File: src/rtl/ex_data_fifo_wr_arb_pkg.sv
// ex_data_pkg: shared types and helpers for the ex_data FIFO write arbiter.
//   state_t   : arbiter FSM state (IDLE waits for a grant, BURST owns the write port)
//   rr_idx_w  : width of a requester index for n requesters (at least 1 bit)
package ex_data_pkg;

    typedef enum logic {
        IDLE  = 1'b0,
        BURST = 1'b1
    } state_t;

    function automatic int rr_idx_w(input int n);
        return (n <= 2) ? 1 : $clog2(n);
    endfunction

endpackage

File: src/rtl/ex_data_fifo_wr_arb_if.sv
// ex_data_fifo_wr_arb_if: requester bundle plus FIFO write port of the arbiter.
//   req_valid/req_last/req_data : per-requester beat offer (data packed per requester)
//   req_ready                   : per-requester accept
//   fifo_wr_en/fifo_wr_data     : FIFO write port
//   fifo_wr_full/almost_full    : FIFO flags
//   owner/busy                  : grant status
// Modports: master = arbiter, slave = producers + FIFO side.
interface ex_data_fifo_wr_arb_if
    import ex_data_pkg::*;
#(
    parameter int N_REQ      = 4,
    parameter int DATA_WIDTH = 32
) ();
    localparam int IDX_W = rr_idx_w(N_REQ);

    logic [N_REQ-1:0]                 req_valid;
    logic [N_REQ-1:0]                 req_last;
    logic [N_REQ-1:0][DATA_WIDTH-1:0] req_data;
    logic [N_REQ-1:0]                 req_ready;
    logic                             fifo_wr_en;
    logic [DATA_WIDTH-1:0]            fifo_wr_data;
    logic                             fifo_wr_full;
    logic                             fifo_almost_full;
    logic [IDX_W-1:0]                 owner;
    logic                             busy;

    modport master (
        input  req_valid, req_last, req_data, fifo_wr_full, fifo_almost_full,
        output req_ready, fifo_wr_en, fifo_wr_data, owner, busy
    );

    modport slave (
        output req_valid, req_last, req_data, fifo_wr_full, fifo_almost_full,
        input  req_ready, fifo_wr_en, fifo_wr_data, owner, busy
    );
endinterface

File: src/rtl/ex_data_fifo_wr_arb_rr_pick.sv
// rr_pick: combinational rotate-priority encoder.
//   i_req   : request vector
//   i_ptr   : highest-priority index
//   o_idx   : first set index scanning i_ptr, i_ptr+1, ... modulo N_REQ
//   o_found : any request set
module rr_pick
    import ex_data_pkg::*;
#(
    parameter int N_REQ = 4,
    parameter int IDX_W = rr_idx_w(N_REQ)
) (
    input  logic [N_REQ-1:0] i_req,
    input  logic [IDX_W-1:0] i_ptr,
    output logic [IDX_W-1:0] o_idx,
    output logic             o_found
);

    function automatic logic [IDX_W-1:0] wrap_add(input logic [IDX_W-1:0] base, input int off);
        int s;
        s = int'(base) + off;
        if (s >= N_REQ) s = s - N_REQ;
        return IDX_W'(s);
    endfunction

    // Scan from the farthest offset down so the nearest hit to i_ptr wins.
    always_comb begin
        o_found = 1'b0;
        o_idx   = '0;
        for (int k = N_REQ - 1; k >= 0; k--) begin
            if (i_req[wrap_add(i_ptr, k)]) begin
                o_found = 1'b1;
                o_idx   = wrap_add(i_ptr, k);
            end
        end
    end

endmodule

File: src/rtl/ex_data_fifo_wr_arb.sv
// ex_data_fifo_wr_arb: round-robin burst arbiter for the ex_data FIFO write port.
//   clk : FIFO write clock
//   rst : asynchronous reset, active-high
//   bus : requester beats in, FIFO write port out, owner/busy status
// A grant lasts until the owner's last beat or MAX_BURST accepted beats.
// One IDLE cycle separates bursts; the FIFO full flag stalls a burst,
// almost-full only blocks new grants.
module ex_data_fifo_wr_arb
    import ex_data_pkg::*;
#(
    parameter int N_REQ      = 4,
    parameter int DATA_WIDTH = 32,
    parameter int MAX_BURST  = 16
) (
    input  logic                   clk,
    input  logic                   rst,
    ex_data_fifo_wr_arb_if.master  bus
);

    localparam int IDX_W = rr_idx_w(N_REQ);
    localparam int CNT_W = $clog2(MAX_BURST + 1);

    state_t           r_state;
    state_t           w_state_nxt;
    logic [IDX_W-1:0] r_owner;
    logic [IDX_W-1:0] r_rr_ptr;
    logic [CNT_W-1:0] r_beat_cnt;

    logic [IDX_W-1:0] w_pick;
    logic             w_found;
    logic             w_grant;
    logic             w_accept;
    logic             w_burst_end;
    logic [IDX_W-1:0] w_owner_inc;

    rr_pick #(
        .N_REQ (N_REQ),
        .IDX_W (IDX_W)
    ) u_rr_pick (
        .i_req   (bus.req_valid),
        .i_ptr   (r_rr_ptr),
        .o_idx   (w_pick),
        .o_found (w_found)
    );

    assign w_grant  = (r_state == IDLE) && w_found && !bus.fifo_almost_full;
    assign w_accept = (r_state == BURST) && bus.req_valid[r_owner] && !bus.fifo_wr_full;
    // Last beat and burst cap on the same beat collapse into one end.
    assign w_burst_end = w_accept &&
                         (bus.req_last[r_owner] || (r_beat_cnt == CNT_W'(MAX_BURST - 1)));
    assign w_owner_inc = (r_owner == IDX_W'(N_REQ - 1)) ? '0 : r_owner + 1'b1;

    // State register
    always_ff @(posedge clk or posedge rst) begin
        if (rst) r_state <= IDLE;
        else     r_state <= w_state_nxt;
    end

    // Next-state logic; a burst with an idle owner simply holds.
    always_comb begin
        w_state_nxt = r_state;
        case (r_state)
            IDLE:    if (w_grant)     w_state_nxt = BURST;
            BURST:   if (w_burst_end) w_state_nxt = IDLE;
            default: w_state_nxt = IDLE;
        endcase
    end

    // Owner, round-robin pointer and beat counter
    always_ff @(posedge clk or posedge rst) begin
        if (rst) begin
            r_owner    <= '0;
            r_rr_ptr   <= '0;
            r_beat_cnt <= '0;
        end else begin
            if (w_grant) begin
                r_owner    <= w_pick;
                r_beat_cnt <= '0;
            end else if (w_accept) begin
                r_beat_cnt <= r_beat_cnt + 1'b1;
                if (w_burst_end) r_rr_ptr <= w_owner_inc;
            end
        end
    end

    // Outputs: everything quiet outside BURST
    always_comb begin
        bus.req_ready    = '0;
        bus.fifo_wr_en   = 1'b0;
        bus.fifo_wr_data = '0;
        bus.busy         = 1'b0;
        if (r_state == BURST) begin
            bus.busy               = 1'b1;
            bus.req_ready[r_owner] = !bus.fifo_wr_full;
            bus.fifo_wr_en         = w_accept;
            bus.fifo_wr_data       = bus.req_data[r_owner];
        end
    end

    assign bus.owner = r_owner;

endmodule

File: src/flat_wrapper.sv
// flat-port wrapper written by rule: the top's interface ports become plain ports
module ex_data_fifo_wr_arb_flat import ex_data_pkg::*;
#(
    parameter int N_REQ      = 4,
    parameter int DATA_WIDTH = 32,
    parameter int MAX_BURST  = 16
)
  (clk, rst, bus_req_valid, bus_req_last, bus_req_data, bus_fifo_wr_full, bus_fifo_almost_full, bus_req_ready, bus_fifo_wr_en, bus_fifo_wr_data, bus_owner, bus_busy);
  ex_data_fifo_wr_arb_if #(.N_REQ(N_REQ), .DATA_WIDTH(DATA_WIDTH)) bus_i ();
  input  logic clk;
  input  logic rst;
  input wire logic [$bits(bus_i.req_valid)-1:0] bus_req_valid;
  input wire logic [$bits(bus_i.req_last)-1:0] bus_req_last;
  input wire logic [$bits(bus_i.req_data)-1:0] bus_req_data;
  input wire logic [$bits(bus_i.fifo_wr_full)-1:0] bus_fifo_wr_full;
  input wire logic [$bits(bus_i.fifo_almost_full)-1:0] bus_fifo_almost_full;
  output wire logic [$bits(bus_i.req_ready)-1:0] bus_req_ready;
  output wire logic [$bits(bus_i.fifo_wr_en)-1:0] bus_fifo_wr_en;
  output wire logic [$bits(bus_i.fifo_wr_data)-1:0] bus_fifo_wr_data;
  output wire logic [$bits(bus_i.owner)-1:0] bus_owner;
  output wire logic [$bits(bus_i.busy)-1:0] bus_busy;
  assign bus_i.req_valid = bus_req_valid;
  assign bus_i.req_last = bus_req_last;
  assign bus_i.req_data = bus_req_data;
  assign bus_i.fifo_wr_full = bus_fifo_wr_full;
  assign bus_i.fifo_almost_full = bus_fifo_almost_full;
  assign bus_req_ready = bus_i.req_ready;
  assign bus_fifo_wr_en = bus_i.fifo_wr_en;
  assign bus_fifo_wr_data = bus_i.fifo_wr_data;
  assign bus_owner = bus_i.owner;
  assign bus_busy = bus_i.busy;
  ex_data_fifo_wr_arb #(.N_REQ(N_REQ), .DATA_WIDTH(DATA_WIDTH), .MAX_BURST(MAX_BURST)) u_core (.clk(clk), .rst(rst), .bus(bus_i));
endmodule
File: config.mk
export PLATFORM = sky130hd
export DESIGN_NAME = ex_data_fifo_wr_arb_flat
export DESIGN_NICKNAME = d
export VERILOG_FILES = /design/src/rtl/ex_data_fifo_wr_arb_pkg.sv /design/src/rtl/ex_data_fifo_wr_arb_if.sv /design/src/rtl/ex_data_fifo_wr_arb_rr_pick.sv /design/src/rtl/ex_data_fifo_wr_arb.sv /design/src/flat_wrapper.sv
export SDC_FILE = /design/constraint.sdc
export NUM_CORES = 1
export LEC_CHECK = 0
export ABC_AREA = 1
export CAP_MARGIN = 5
export CORE_ASPECT_RATIO = 0.8
export CORE_UTILIZATION = 34
export DETAILED_ROUTE_END_ITERATION = 10
export GPL_TIMING_DRIVEN = 0
export PLACE_DENSITY_LB_ADDON = 0.25
export SYNTH_ARGS = -nofsm -noshare
export SYNTH_HDL_FRONTEND = slang
export SYNTH_SLANG_ARGS = --single-unit
File: constraint.sdc
create_clock -name clk -period 3.65 [get_ports clk]
set_input_delay 0.73 -clock clk [delete_from_list [all_inputs] [get_ports clk]]
set_output_delay 0.73 -clock clk [all_outputs]
set_load 0.005 [all_outputs]
======== After elaboration in Yosys (flattened, before gate mapping) ========
Cells that the tools add are included.
storage, ports and cells
  register bits after elaboration ......... 10
  output and inout port bits .............. 40
  bits of input ports ..................... 140
cells by class
  bitwise operators ....................... 3
  add/subtract/negate cells ............... 9
  muxes and demuxes ....................... 38
  $lt $le $gt $ge ......................... 10
  reduce and logical (&&, ||, !) cells .... 11
  equal/unequal tests ..................... 2
operators by type and width
  kind                 number
  $bmux 32 s2          1
  $mux 32              2
  $mux 2               9
  $lt 2x3->1 const B   5
  $mux 1               15
  $bmux 1 s2           6
  $mux 5               2
  $ge 3x3->1 const B   3
  $sub 2x1->2 const B  4
  $add 2x2->3 const B  2
  $logic_and 1x1->1    6
  $add 5x1->5 const B  1
  $eq 5x4->1 const B   1
  $and 4x4->4          1
  $mux 4               1
  $add 2x1->3 const B  1
  $ge 2x3->1 const B   1
  $reduce_and 3->1     1
  $add 2x1->2 const B  1
  $demux 1 s2          1
  $eq 2x2->1 const B   1
  $ge 2x1->1 const B   1
  $logic_not 1->1      2
  $not 1->1            2
  other kinds (3)      3

======== Logic depth before layout (Yosys ltp) ========
Gate-level depths: netlist of run 1.
  depth after elaboration ................. 13
  depth in mapped cells ................... 12
  gate-level depth less buffers ........... 11

======== Modules after synthesis ========
A second synthesis of run 1 with hierarchy kept.
second synthesis, totals
  cells, all modules ...................... 381
  area total of the unflattened synthesis .. 2005.7 um2
modules (own cells, without submodules)
  module               times used  seq. area each (um2)  cells an instance  area an instance (um2)
  ex_data_fifo_wr_arb  1           250.2                 337                1780.5
  rr_pick              1           0.0                   44                 225.2

======== Worst setup path before layout of run 1 ========
OpenSTA, ideal clock, no wires.
  path type ............................... register to output
  from .................................... register u_core.r_owner[1], in the netlist u_core.bus.owner[1]
  to ...................................... output port bus_req_ready[0]
  data required time ...................... 2920 ps
  data arrival time ....................... 1306 ps
  slack ................................... 1614 ps
  path buffers ............................ 2
  cell stages (with the launch flop) ...... 7
  cells stage by stage .................... dfrtp_1 -> buf_2 -> inv_2 -> clkbuf_1 -> ha_1 -> inv_1 -> nor2_1
between the ends
  word-level cells in the longest chain between the ends .. 6
  elaborated cells on any way between the ends .. 7
RTL lines
  item                                                            line                       text
  from (decl)                                                     ex_data_fifo_wr_arb.sv:25  logic [IDX_W-1:0] r_owner;
  from (signal assigned)                                          ex_data_fifo_wr_arb.sv:77  r_owner <= w_pick;
  $lt 2x3->1 (not written as such) or $ge 2x1->1 (tied branches)  ex_data_fifo_wr_arb.sv:94  bus.req_ready[r_owner] = !bus.fifo_wr_full;
  $logic_and 1x1->1 (not written as such)                         ex_data_fifo_wr_arb.sv:94
  $mux 1 (not written as such)                                    ex_data_fifo_wr_arb.sv:94
  $demux 1 s2 *                                                   -
  $and 4x4->4 (no line) *                                         -
  $mux 4 *                                                        ex_data_fifo_wr_arb.sv:92  if (r_state == BURST) begin
  to (decl)                                                       flat_wrapper.sv:17         output wire logic [$bits(bus_i.req_ready)-1:0] bus_req_ready;
Mark *: on every way between the ends. The rest lies on a longest branch, timed or not.

======== Worst setup path after layout of run 1 ========
  from .................................... input port bus_req_valid[3]
  to ...................................... output port bus_fifo_wr_en
between the ends
  word-level cells in the longest chain between the ends .. 5
RTL lines
  item                            line                       text
  from (decl)                     flat_wrapper.sv:12         input wire logic [$bits(bus_i.req_valid)-1:0] bus_req_valid;
  $bmux 1 s2                      ex_data_fifo_wr_arb.sv:47  assign w_accept = (r_state == BURST) && bus.req_valid[r_owner] && !bus.fifo_wr_full;
  $mux 1 (not written as such)    ex_data_fifo_wr_arb.sv:47
  $logic_and 1x1->1 (2 in a row)  ex_data_fifo_wr_arb.sv:47
  $mux 1                          ex_data_fifo_wr_arb.sv:92
  to (decl)                       flat_wrapper.sv:18         output wire logic [$bits(bus_i.fifo_wr_en)-1:0] bus_fifo_wr_en;
Every way passes these cells. The select of a mux whose other input is x is not followed.

==> metrics.json, run 1 <==
{
  "global_route_wire_length_before_repair": {"value": 14200, "unit": "µm"},
  "setup.worst_path.start_class": {"value": "input port"},
  "drt.antenna.violating_nets": {"value": 0},
  "clock_path_buffers": {"value": 2},
  "finalNonFillerCells": {"value": 648},
  "port_buffers": {"value": 179},
  "max_slew_margin": {"value": 64.8, "unit": "%"},
  "first_global_vias": {"value": 3099},
  "dp.final_hpwl": {"value": 7480, "unit": "µm"},
  "nets_final": {"value": 717},
  "rows": {"value": 24},
  "placedCellCount": {"value": 644},
  "p_total": {"value": 2400, "unit": "µW"},
  "fmaxAchievable": {"value": 326, "unit": "MHz"},
  "synthesis.nets": {"value": 533},
  "ys_seq_elements": {"value": 10},
  "hold_slack": {"value": 0.537, "unit": "ns"},
  "place.gp.congestion": {"value": 0.855},
  "antenna_cells": {"value": 0},
  "synthesis.area": {"value": 1950, "unit": "µm²"},
  "hold_viol": {"value": 0},
  "crit_path_end_kind": {"value": "primary output"},
  "layout.area.seq": {"value": 250, "unit": "µm²"},
  "ctsHoldBuffers": {"value": 0},
  "initial_antenna_violation_count": {"value": 0},
  "dieHeight": {"value": 69.8, "unit": "µm"},
  "psw": {"value": 1150, "unit": "µW"},
  "critical_path_peak_fanout": {"value": 7},
  "timing.critical_path.slowest_cell_delay": {"value": 0.53, "unit": "ns"},
  "cts_tree": {"value": "yes"},
  "post_drt_via_cell_ratio": {"value": 5.00},
  "die_x": {"value": 86.8, "unit": "µm"},
  "rsz_0062_raised_after_global_routing": {"value": "false"},
  "synth.area.top_cells": {"value": "nor2_1 28%, o21ai_0 18%, dfrtp_1 13%, a21oi_1 8.7%, nand2_1 8.3%"},
  "critical-path-slowest-cell": {"value": "clkdlybuf4s50_1"},
  "power.share.clock": {"value": 5.9, "unit": "%"},
  "detail_route.wl_per_cell": {"value": 14.1, "unit": "µm"},
  "clkLatencyLatePin": {"value": 0.24, "unit": "ns"},
  "hold_path.class": {"value": "reg2reg"},
  "drive_gt1_share": {"value": 6.32, "unit": "%"},
  "synth.distinct_cells": {"value": 24},
  "cts_max_level": {"value": 1},
  "drt_wl_total": {"value": 9110, "unit": "µm"},
  "netSwitchingFraction": {"value": 48.1, "unit": "%"},
  "grt_max_degree": {"value": 12},
  "power_density": {"value": 614, "unit": "nW/µm²"},
  "multi_input_area": {"value": 1480, "unit": "µm²"},
  "tightestPinTransition": {"value": 0.528, "unit": "ns"},
  "layout_worst_path_cycle_share": {"value": 84.0, "unit": "%"},
  "clock_tree.root_cell": {"value": "clkbuf_8"},
  "syn_to_final_growth": {"value": 99.5, "unit": "%"},
  "status": {"value": "completed"},
  "power_frac_comb": {"value": 86.1, "unit": "%"},
  "io_pins": {"value": 180},
  "timing.critical_path.cells": {"value": "clkdlybuf4s50_1 -> inv_1 -> nand2_1 -> o211ai_1 -> nand2_1 -> nand2_2 -> inv_2 -> clkdlybuf4s50_1"},
  "effective_utilization_at_floorplan": {"value": 35.6, "unit": "%"},
  "peak_vdd_ir": {"value": 269, "unit": "µV"},
  "overflow": {"value": 0},
  "drt_iter0_drc": {"value": 137},
  "vias": {"value": 3238},
  "drc": {"value": 0},
  "grtUsageTotal": {"value": 29.8, "unit": "%"},
  "cp_data_required_time": {"value": 2.92, "unit": "ns"},
  "critPathKind": {"value": "in2out"},
  "layout_skew": {"value": 0.00869, "unit": "ns"},
  "ctsResizeCount": {"value": 0},
  "avgSynthCellArea": {"value": 5.05, "unit": "µm²"},
  "postCtsSetupBuffers": {"value": 0},
  "fillCellCount": {"value": 462},
  "synthCells": {"value": 387},
  "cp_data_arrival_time": {"value": 2.34, "unit": "ns"},
  "reg2reg_setup_slack": {"value": 1.84, "unit": "ns"},
  "synth-seq-area-share": {"value": 12.8, "unit": "%"},
  "timing.max_cap.violations": {"value": 0},
  "p_seq_share": {"value": 8.0, "unit": "%"},
  "synth_top_area_share": {"value": 28.0, "unit": "%"},
  "final-max-slew-violation-count": {"value": 0},
  "internal_power": {"value": 1240, "unit": "µW"},
  "design.die.area": {"value": 6060, "unit": "µm²"},
  "cts_num_sinks": {"value": 10},
  "placeableCoreArea": {"value": 5500, "unit": "µm²"},
  "clk_pin_slew": {"value": 0.05, "unit": "ns"},
  "final.setup.tns": {"value": 0, "unit": "ns"},
  "yosys_warnings": {"value": 0},
  "drt-pass1-iter-count": {"value": 4},
  "fin_crit": {"value": 3.07, "unit": "ns"},
  "synth_area_leader_cell": {"value": "nor2_1"},
  "cts_made_buffers": {"value": 3},
  "finalSetupViolations": {"value": 0},
  "static-leakage-power": {"value": 0.00165, "unit": "µW"}
}
==> registers in the layout, indices dropped and copies added (netlist names) <==
register / cells
u_core.r_beat_cnt: 5
u_core.bus.owner: 2
u_core.r_rr_ptr: 2
u_core.r_state: 1
==> worst paths after layout <==
kind / from / endpoint / cells after the start
worst max register to register: u_core.bus.owner[1]$_DFFE_PP0P_ / u_core.r_rr_ptr[1]$_DFFE_PP0P_ / 6
max in group asynchronous: rst / u_core.r_beat_cnt[4]$_DFFE_PP0P_ / 2
worst min register to register: u_core.r_state$_DFF_PP0_ / u_core.r_state$_DFF_PP0_ / 2
min in group asynchronous: rst / u_core.r_beat_cnt[1]$_DFFE_PP0P_ / 2
worst min-delay path: u_core.r_state$_DFF_PP0_ / u_core.r_state$_DFF_PP0_ / 2
worst max-delay path: bus_req_valid[3] / bus_fifo_wr_en / 8
==> final cells by class <==
type	count	area share [%]
multi-input combinational	327	38.0
sequential	10	6.42
clock buffer	4	1.41
tap	78	2.50
buffer	26	3.24
inverter	24	2.44
timing repair buffer	179	46.0
==> metrics by stage <==
stage | worst slack (ns) | utilization [%] | area (µm²)
after floorplan | 1.61 | - | 1950
after global placement | 0.612 | 69.9 | 3840
after detailed placement | 0.607 | 69.9 | 3840
after CTS | 0.588 | 70.9 | 3900
after global routing | 0.455 | 70.9 | 3900
final | 0.585 | 70.9 | 3900
==> critical path, delay by kind of cell <==
family                 cells  cell delay, ns
buffers and inverters      4            1.26
and+or+nand+nor            3            0.26
AOI/OAI and AO/OA          1            0.08
==> metal layers <==
| layer | vias up | GRT usage [%] | wire length (µm) |
|---|---|---|---|
| li1 | 1605 | - | - |
| met5 | - | 0 | 0 |
| met2 | 143 | 54.3 | 4590 |
| met3 | 24 | 8.33 | 736 |
| met4 | 0 | 9.07 | 259 |
| met1 | 1466 | 33.1 | 3520 |
==> power groups by stage <==
stage	registers, µW	clock network, µW	logic (µW)
finish	191	143	2060
global route	195	150	2280
global placement	190	0	2000
detailed placement	192	0	2050
CTS	190	143	2060
floorplan	186	0	1110
==> cells by family (layout without fill, tap and decap cells) <==
family | count (synthesis) | count (layout) | share of synthesized area (%)
simple gates | 210 | 210 | 43.0
compound gates | 110 | 110 | 28.6
buf+inv | 50 | 233 | 11.3
flops | 10 | 10 | 12.8
fa+ha+maj | 6 | 6 | 3.84
xor+xnor | 1 | 1 | 0.448
==> cells in the mapped netlist, drive strengths merged <==
cell type  number
nand3           6
nor2          147
and2            1
o21ai          73
ha              6
o211ai          2
nand3b          1
buf            16
dfrtp          10
clkbuf         10
inv            24
nand2          55
a21oi          35
xor2            1
==> layout by cell type, fill, tap and decap left out, drive strengths merged <==
master,n
a21oi,35
ha,6
clkbuf,14
inv,24
o21ai,73
buf,16
nor2,147
clkdlybuf4s50,179
nand3,6
nand3b,1
and2,1
dfrtp,10
nand2,55
xor2,1
o211ai,2
No activity file was read; power rests on OpenSTA's default activity.
==> inputs of run 2 (changes only) <==
Settings changed: CORE_UTILIZATION 34 to 32.
Clock period 3.65 ns to 2.9 ns, I/O delays scaled along.
==> run 2 against run 1 <==
Worst setup slack worse by 0.45 ns. Wire length decreased by 1.6%. Power grew 26%. Core utilization fell by 4.8 points. Sequential cell count unchanged. Critical path depth stayed put. Sequential power rose by 27%. Combinational power up 28%. Die area rose by 6.1%. Global-route usage down 2.5 points. Critical path type is now reg2out. Critical endpoint is now bus_fifo_wr_data[24]. Largest cell class unchanged.
==> metrics.json, run 2 (synthesized netlist as in run 1, its figures left out) <==
{
  "overflow": {"value": 0, "change": "unchanged"},
  "initial_antenna_violation_count": {"value": 0, "change": "unchanged"},
  "cts_num_sinks": {"value": 10, "change": "unchanged"},
  "critPathKind": {"value": "reg2out"},
  "cts_tree": {"value": "yes"},
  "dpl_cell_area": {"value": 3850, "unit": "µm²", "change": "about the same"},
  "timing.max_cap.violations": {"value": 0, "change": "unchanged"},
  "layout.cell_area.non_filler": {"value": 3910, "unit": "µm²", "change": "+0.32%"},
  "use_met2": {"value": 46.4, "unit": "%", "change": "-7.9 points"},
  "die_x": {"value": 89.4, "unit": "µm", "change": "+3.0%"},
  "internal_power": {"value": 1560, "unit": "µW", "change": "+26%"},
  "setup.worst_path.start_class": {"value": "register"},
  "timing.critical_path.cells": {"value": "buf_6 -> buf_4 -> clkbuf_4 -> nor2_1 -> nor2_1 -> o21ai_0 -> a21oi_1 -> clkdlybuf4s50_1"},
  "final-max-slew-violation-count": {"value": 0, "change": "unchanged"},
  "nets_final": {"value": 716, "change": "-0.14%"},
  "global_route_wire_length_before_repair": {"value": 13700, "unit": "µm", "change": "-3.4%"},
  "post_drt_via_cell_ratio": {"value": 4.80, "change": "-3.9%"},
  "vias": {"value": 3118, "change": "-3.7%"},
  "cp_common_cell": {"value": "nor2_1"},
  "critical_path.n_buffers_inverters": {"value": 4, "change": "unchanged"},
  "cts_made_buffers": {"value": 3, "change": "unchanged"},
  "tightestPinTransition": {"value": 0.484, "unit": "ns", "change": "-0.0436 ns"},
  "clkLatencyLatePin": {"value": 0.24, "unit": "ns", "change": "about the same"},
  "hold_viol": {"value": 0, "change": "unchanged"},
  "clock_tree.root_cell": {"value": "clkbuf_8"},
  "cp_data_required_time": {"value": 2.32, "unit": "ns", "change": "-0.60 ns"},
  "placeableCoreArea": {"value": 5910, "unit": "µm²", "change": "+7.6%"},
  "dp.final_hpwl": {"value": 7410, "unit": "µm", "change": "-0.83%"},
  "grtUsageTotal": {"value": 27.2, "unit": "%", "change": "-2.5 points"},
  "rows": {"value": 25, "change": "+4.2%"},
  "port_buffers": {"value": 179, "change": "unchanged"},
  "fmaxAchievable": {"value": 361, "unit": "MHz"},
  "p_total": {"value": 3020, "unit": "µW", "change": "+26%"},
  "postCtsSetupBuffers": {"value": 0, "change": "unchanged"},
  "psw": {"value": 1460, "unit": "µW", "change": "+26%"},
  "effective_utilization_at_floorplan": {"value": 33.1, "unit": "%", "change": "-2.5 points"},
  "status": {"value": "completed"},
  "place.gp.congestion": {"value": 0.848, "change": "-0.83%"},
  "drive_gt1_share": {"value": 6.69, "unit": "%", "change": "+0.37 points"},
  "design.die.area": {"value": 6430, "unit": "µm²", "change": "+6.1%"},
  "antenna_cells": {"value": 0, "change": "unchanged"},
  "syn_to_final_growth": {"value": 100, "unit": "%"},
  "static-leakage-power": {"value": 0.00166, "unit": "µW", "change": "+0.28%"},
  "drc": {"value": 0, "change": "unchanged"},
  "reg2reg_setup_slack": {"value": 1.28, "unit": "ns", "change": "-0.56 ns"},
  "rsz_0062_raised_after_global_routing": {"value": "false"},
  "clock_path_buffers": {"value": 2, "change": "unchanged"},
  "layout_skew": {"value": 0.00343, "unit": "ns", "change": "-0.00526 ns"},
  "io_pins": {"value": 180, "change": "unchanged"},
  "cts_max_level": {"value": 1, "change": "unchanged"},
  "power_density": {"value": 773, "unit": "nW/µm²", "change": "+26%"},
  "drt-pass1-iter-count": {"value": 4, "change": "unchanged"},
  "ctsHoldBuffers": {"value": 0, "change": "unchanged"},
  "largest_reg_flops": {"value": 5, "change": "unchanged"},
  "final_common_cell": {"value": "clkdlybuf4s50_1"},
  "finalNonFillerCells": {"value": 649, "change": "+0.15%"},
  "fillCellCount": {"value": 540, "change": "+17%"},
  "critical-path-slowest-cell": {"value": "clkdlybuf4s50_1"},
  "finalSetupViolations": {"value": 0, "change": "unchanged"},
  "cp_data_arrival_time": {"value": 2.19, "unit": "ns", "change": "-0.15 ns"},
  "grt_max_degree": {"value": 20, "change": "+8"},
  "most_used_cells_in_the_layout_excluding_fill_and_tap_cells": {"value": "179 x clkdlybuf4s50_1, 146 x nor2_1, 72 x o21ai_0, 43 x nand2_1, 34 x a21oi_1"},
  "crit_path_end_kind": {"value": "primary output"},
  "critical_path_peak_fanout": {"value": 10, "change": "+3"},
  "layout_worst_path_cycle_share": {"value": 95.4, "unit": "%"},
  "drt_wl_total": {"value": 8960, "unit": "µm", "change": "-1.6%"},
  "use_met3": {"value": 5.57, "unit": "%", "change": "-2.8 points"},
  "p_seq_share": {"value": 8.0, "unit": "%", "change": "about the same"},
  "netSwitchingFraction": {"value": 48.2, "unit": "%", "change": "+0.13 points"},
  "power.share.clock": {"value": 4.9, "unit": "%", "change": "-1.0 points"},
  "clk_pin_slew": {"value": 0.05, "unit": "ns", "change": "about the same"},
  "max_slew_margin": {"value": 67.7, "unit": "%", "change": "+2.9 points"},
  "timing.critical_path.slowest_cell_delay": {"value": 0.55, "unit": "ns", "change": "+0.02 ns"},
  "drt_iter0_drc": {"value": 134, "change": "-2.2%"},
  "hold_path.class": {"value": "reg2reg"},
  "first_global_vias": {"value": 2936, "change": "-5.3%"},
  "power_frac_comb": {"value": 87.1, "unit": "%", "change": "+1.0 points"},
  "hold_slack": {"value": 0.536, "unit": "ns", "change": "-0.000833 ns"},
  "fin_crit": {"value": 2.77, "unit": "ns"},
  "drt.antenna.violating_nets": {"value": 0, "change": "unchanged"},
  "grtUsageMet1": {"value": 35.6, "unit": "%", "change": "+2.4 points"},
  "timing.critical_path.max_delay_family": {"value": "buffers and inverters"},
  "placedCellCount": {"value": 647, "change": "+0.47%"},
  "max_flop_register": {"value": "u_core.r_beat_cnt"},
  "peak_vdd_ir": {"value": 336, "unit": "µV", "change": "+25%"},
  "global_route.peak_usage_layer": {"value": "met2"},
  "detail_route.wl_per_cell": {"value": 13.8, "unit": "µm", "change": "-1.7%"},
  "final.setup.tns": {"value": 0, "unit": "ns", "change": "unchanged"},
  "dieHeight": {"value": 71.9, "unit": "µm", "change": "+3.0%"}
}
==> run 2: path summary, 6_finish.rpt <==
| path | startpoint | endpoint | cells past startpoint |
|---|---|---|---|
| worst min-delay path | u_core.r_state$_DFF_PP0_ | u_core.r_state$_DFF_PP0_ | 2 |
| worst max-delay path | u_core.bus.owner[0]$_DFFE_PP0P_ | bus_fifo_wr_data[24] | 8 |
| worst min register to register | u_core.r_state$_DFF_PP0_ | u_core.r_state$_DFF_PP0_ | 2 |
| max in group asynchronous | rst | u_core.r_state$_DFF_PP0_ | 2 |
| worst max register to register | u_core.bus.owner[0]$_DFFE_PP0P_ | u_core.r_rr_ptr[1]$_DFFE_PP0P_ | 7 |
| min in group asynchronous | rst | u_core.r_beat_cnt[1]$_DFFE_PP0P_ | 2 |
==> run 2: worst min-delay path, cell delays in order, from the launching register on <==
cell     delay (ns)
dfrtp_1        0.38
nand2_1        0.07
nand2_1        0.05
==> run 2: per-layer routing <==
metal | share of wire, % | wire length, µm
met1 | 43 | 3850
met2 | 49 | 4420
met3 | 6.1 | 547
met4 | 1.7 | 149
met5 | 0 | 0
==> run 2: layout make-up <==
cell class | instances | area [µm²] | area share [%]
inverter | 24 | 95.1 | 2.43
multi-input combinational | 327 | 1480 | 37.9
timing repair buffer | 179 | 1790 | 45.8
sequential | 10 | 250 | 6.40
buffer | 25 | 149 | 3.81
tap | 81 | 101 | 2.59
clock buffer | 3 | 41.3 | 1.06
==> run 2: timing repair <==
action,4_1_cts,5_1_grt
gates cloned,0,0
setup endpoints to repair,1,24
resized for setup,0,14
==> run 2: stage by stage <==
stage	util, %	setup slack (ns)
6_report	66.2	0.133
5_1_grt	66.2	0.0121
4_1_cts	65.7	0.0252
3_5_place_dp	65.1	0.150
3_3_place_gp	65.1	0.169
2_1_floorplan	-	1.01
==> run 2: power by group through the flow <==
stage | Clock, µW | Sequential, µW | Combinational, µW
detailed placement | 0 | 243 | 2590
finish | 147 | 242 | 2630
floorplan | 0 | 234 | 1390
global route | 153 | 249 | 2940
global placement | 0 | 238 | 2550
CTS | 146 | 241 | 2610
==> inputs of run 3 (changes only) <==
Settings changed: SKIP_CTS_REPAIR_TIMING from default to 1.
==> run 3 against run 2 <==
First-iteration DRC count grew 21%. Sequential cell count stayed put. Largest power group unchanged. Power about the same. Sequential power hardly changed. Critical endpoint is now bus_fifo_wr_data[29].
==> metrics.json, run 3 (synthesized netlist as in run 1, its figures left out) <==
{
  "setup.worst_path.start_class": {"value": "register"},
  "drt-pass1-iter-count": {"value": 5, "change": "+1"},
  "dpl_cell_area": {"value": 3850, "unit": "µm²", "change": "unchanged"},
  "max_flop_register": {"value": "u_core.r_beat_cnt"},
  "clkLatencyLatePin": {"value": 0.24, "unit": "ns", "change": "about the same"},
  "cp_data_arrival_time": {"value": 2.18, "unit": "ns", "change": "about the same"},
  "rsz_0062_raised_after_global_routing": {"value": "false"},
  "hold_path.class": {"value": "reg2reg"},
  "cts_max_level": {"value": 1, "change": "unchanged"},
  "crit-reg2reg-launch": {"value": "u_core.bus.owner[0]$_DFFE_PP0P_"},
  "timing.critical_path.cells": {"value": "buf_6 -> buf_4 -> clkbuf_4 -> nor2_1 -> nor2_1 -> o21ai_0 -> a21oi_1 -> clkdlybuf4s50_1"},
  "timing.critical_path.slowest_cell_delay": {"value": 0.54, "unit": "ns", "change": "about the same"},
  "largest_reg_flops": {"value": 5, "change": "unchanged"},
  "tightestPinTransition": {"value": 0.489, "unit": "ns", "change": "+0.00443 ns"},
  "nets_final": {"value": 717, "change": "+0.14%"},
  "finalSetupViolations": {"value": 0, "change": "unchanged"},
  "crit_path_end_kind": {"value": "primary output"},
  "initial_antenna_violation_count": {"value": 0, "change": "unchanged"},
  "drt_wl_total": {"value": 8980, "unit": "µm", "change": "+0.20%"},
  "design.die.area": {"value": 6430, "unit": "µm²", "change": "unchanged"},
  "vias": {"value": 3124, "change": "+0.19%"},
  "detail_route.wl_per_cell": {"value": 13.8, "unit": "µm", "change": "about the same"},
  "global_route_wire_length_before_repair": {"value": 13700, "unit": "µm", "change": "unchanged"},
  "max_slew_margin": {"value": 67.4, "unit": "%", "change": "-0.30 points"},
  "drc": {"value": 0, "change": "unchanged"},
  "final_design_utilization": {"value": 66.1, "unit": "%", "change": "about the same"},
  "cp-startpoint": {"value": "u_core.bus.owner[0]$_DFFE_PP0P_"},
  "timing.max_cap.violations": {"value": 0, "change": "unchanged"},
  "placement_setup_slack": {"value": 0.150, "unit": "ns", "change": "unchanged"},
  "placeableCoreArea": {"value": 5910, "unit": "µm²", "change": "unchanged"},
  "layout_worst_path_cycle_share": {"value": 95.2, "unit": "%", "change": "-0.23 points"},
  "fillCellCount": {"value": 538, "change": "-0.37%"},
  "most_used_cells_in_the_layout_excluding_fill_and_tap_cells": {"value": "179 x clkdlybuf4s50_1, 146 x nor2_1, 72 x o21ai_0, 43 x nand2_1, 34 x a21oi_1"},
  "dp.final_hpwl": {"value": 7410, "unit": "µm", "change": "unchanged"},
  "antenna_cells": {"value": 0, "change": "unchanged"},
  "rows": {"value": 25, "change": "unchanged"},
  "overflow": {"value": 0, "change": "unchanged"},
  "critPathKind": {"value": "reg2out"},
  "power_density": {"value": 773, "unit": "nW/µm²", "change": "about the same"},
  "layout_skew": {"value": 0.00349, "unit": "ns", "change": "+0.0000565 ns"},
  "reg2reg_setup_slack": {"value": 1.27, "unit": "ns", "change": "about the same"},
  "whs_path_depth": {"value": 2, "change": "unchanged"},
  "effective_utilization_at_floorplan": {"value": 33.1, "unit": "%", "change": "unchanged"},
  "status": {"value": "completed"},
  "grt_max_degree": {"value": 12, "change": "-40%"},
  "static-leakage-power": {"value": 0.00166, "unit": "µW", "change": "about the same"},
  "drt.antenna.violating_nets": {"value": 0, "change": "unchanged"},
  "final-max-slew-violation-count": {"value": 0, "change": "unchanged"},
  "fin_ws": {"value": 0.140, "unit": "ns", "change": "+0.00669 ns"},
  "cts_tree": {"value": "yes"},
  "dieHeight": {"value": 71.9, "unit": "µm", "change": "unchanged"},
  "min_from": {"value": "u_core.r_state$_DFF_PP0_"},
  "critical-path-slowest-cell": {"value": "clkdlybuf4s50_1"},
  "reg2regPathDepth": {"value": 7, "change": "unchanged"},
  "first_global_vias": {"value": 2949, "change": "+0.44%"},
  "clock_path_buffers": {"value": 2, "change": "unchanged"},
  "critical_path_peak_fanout": {"value": 10, "change": "unchanged"},
  "worstReg2RegEnd": {"value": "u_core.r_rr_ptr[1]$_DFFE_PP0P_"},
  "final_common_cell": {"value": "clkdlybuf4s50_1"},
  "hold-path-endpoint": {"value": "u_core.r_state$_DFF_PP0_"},
  "cts_made_buffers": {"value": 3, "change": "unchanged"},
  "place.gp.congestion": {"value": 0.848, "change": "unchanged"},
  "syn_to_final_growth": {"value": 100, "unit": "%", "change": "about the same"},
  "p_total": {"value": 3020, "unit": "µW", "change": "about the same"},
  "peak_vdd_ir": {"value": 329, "unit": "µV", "change": "-2.2%"},
  "post_drt_via_cell_ratio": {"value": 4.81, "change": "about the same"},
  "port_buffers": {"value": 179, "change": "unchanged"},
  "drive_gt1_share": {"value": 6.85, "unit": "%", "change": "+0.16 points"},
  "io_pins": {"value": 180, "change": "unchanged"},
  "grtUsageTotal": {"value": 27.2, "unit": "%", "change": "unchanged"},
  "clk_pin_slew": {"value": 0.05, "unit": "ns", "change": "about the same"},
  "layout.cell_area.non_filler": {"value": 3910, "unit": "µm²", "change": "about the same"},
  "drt_iter0_drc": {"value": 162, "change": "+21%"},
  "die_x": {"value": 89.4, "unit": "µm", "change": "unchanged"},
  "cp_data_required_time": {"value": 2.32, "unit": "ns", "change": "about the same"},
  "fin_crit": {"value": 2.76, "unit": "ns", "change": "-0.00669 ns"},
  "final.setup.tns": {"value": 0, "unit": "ns", "change": "unchanged"},
  "fmaxAchievable": {"value": 362, "unit": "MHz", "change": "+0.24%"},
  "cts_num_sinks": {"value": 10, "change": "unchanged"},
  "cp_common_cell": {"value": "nor2_1"},
  "hold_viol": {"value": 0, "change": "unchanged"},
  "clock_tree.root_cell": {"value": "clkbuf_8"}
}
==> run 3: changes by cell type in the layout (fill, tap and decap cells not counted) <==
cell | previous run | this run
clkbuf_2 | 3 | 4
buf_2 | 2 | 3
clkbuf_4 | 5 | 4
buf_6 | 3 | 2
buf_4 | 2 | 3
==> run 3: area by class of cell <==
class	instances	area, µm²	share of cell area (%)
Buffer	26	148	3.78
Clock buffer	3	41.3	1.06
Inverter	24	95.1	2.43
Multi-Input combinational cell	327	1480	37.9
Sequential cell	10	250	6.40
Tap cell	81	101	2.59
Timing Repair Buffer	179	1790	45.8
==> run 3: how the worst max path moves through the flow <==
stage / cells after the start / end / slack [ns]
floorplan: 6 / bus_req_ready[0] / 1.01
global placement: 8 / bus_fifo_wr_en / 0.17
detailed placement: 8 / bus_fifo_wr_en / 0.15
CTS: 7 / bus_fifo_wr_data[29] / -0.02
global route: 8 / bus_fifo_wr_data[20] / 0.01
finish: 8 / bus_fifo_wr_data[29] / 0.14
==> run 3: worst max-delay path: cells and delay by family (launching register included) <==
kind / cells / cell delay (ns)
buffers and inverters: 4 / 1.08
AOI/OAI and AO/OA: 2 / 0.29
and+or+nand+nor: 2 / 0.13
DFF: 1 / 0.42
==> run 3: power breakdown <==
| part | switching (µW) | internal [µW] | total (µW) |
|---|---|---|---|
| logic | 1360 | 1280 | 2630 |
| registers | 50.0 | 192 | 242 |
| clock network | 55.7 | 91.0 | 147 |
| total | 1460 | 1560 | 3020 |
==> run 3: metrics by stage <==
stage | hold WS [ns] | std cells
floorplan | 0.420 | 387
global placement | 0.510 | 647
detailed placement | 0.520 | 647
CTS | 0.531 | 650
global route | 0.555 | 650
finish | 0.535 | 650
==> run 3: routing by layer <==
metal,up-vias,share of wire [%],track usage [%]
met4,0,2.1,6.53
met2,124,49,46.1
met5,-,0,0
met3,16,6.7,5.57
li1,1602,-,-
met1,1382,42,35.6
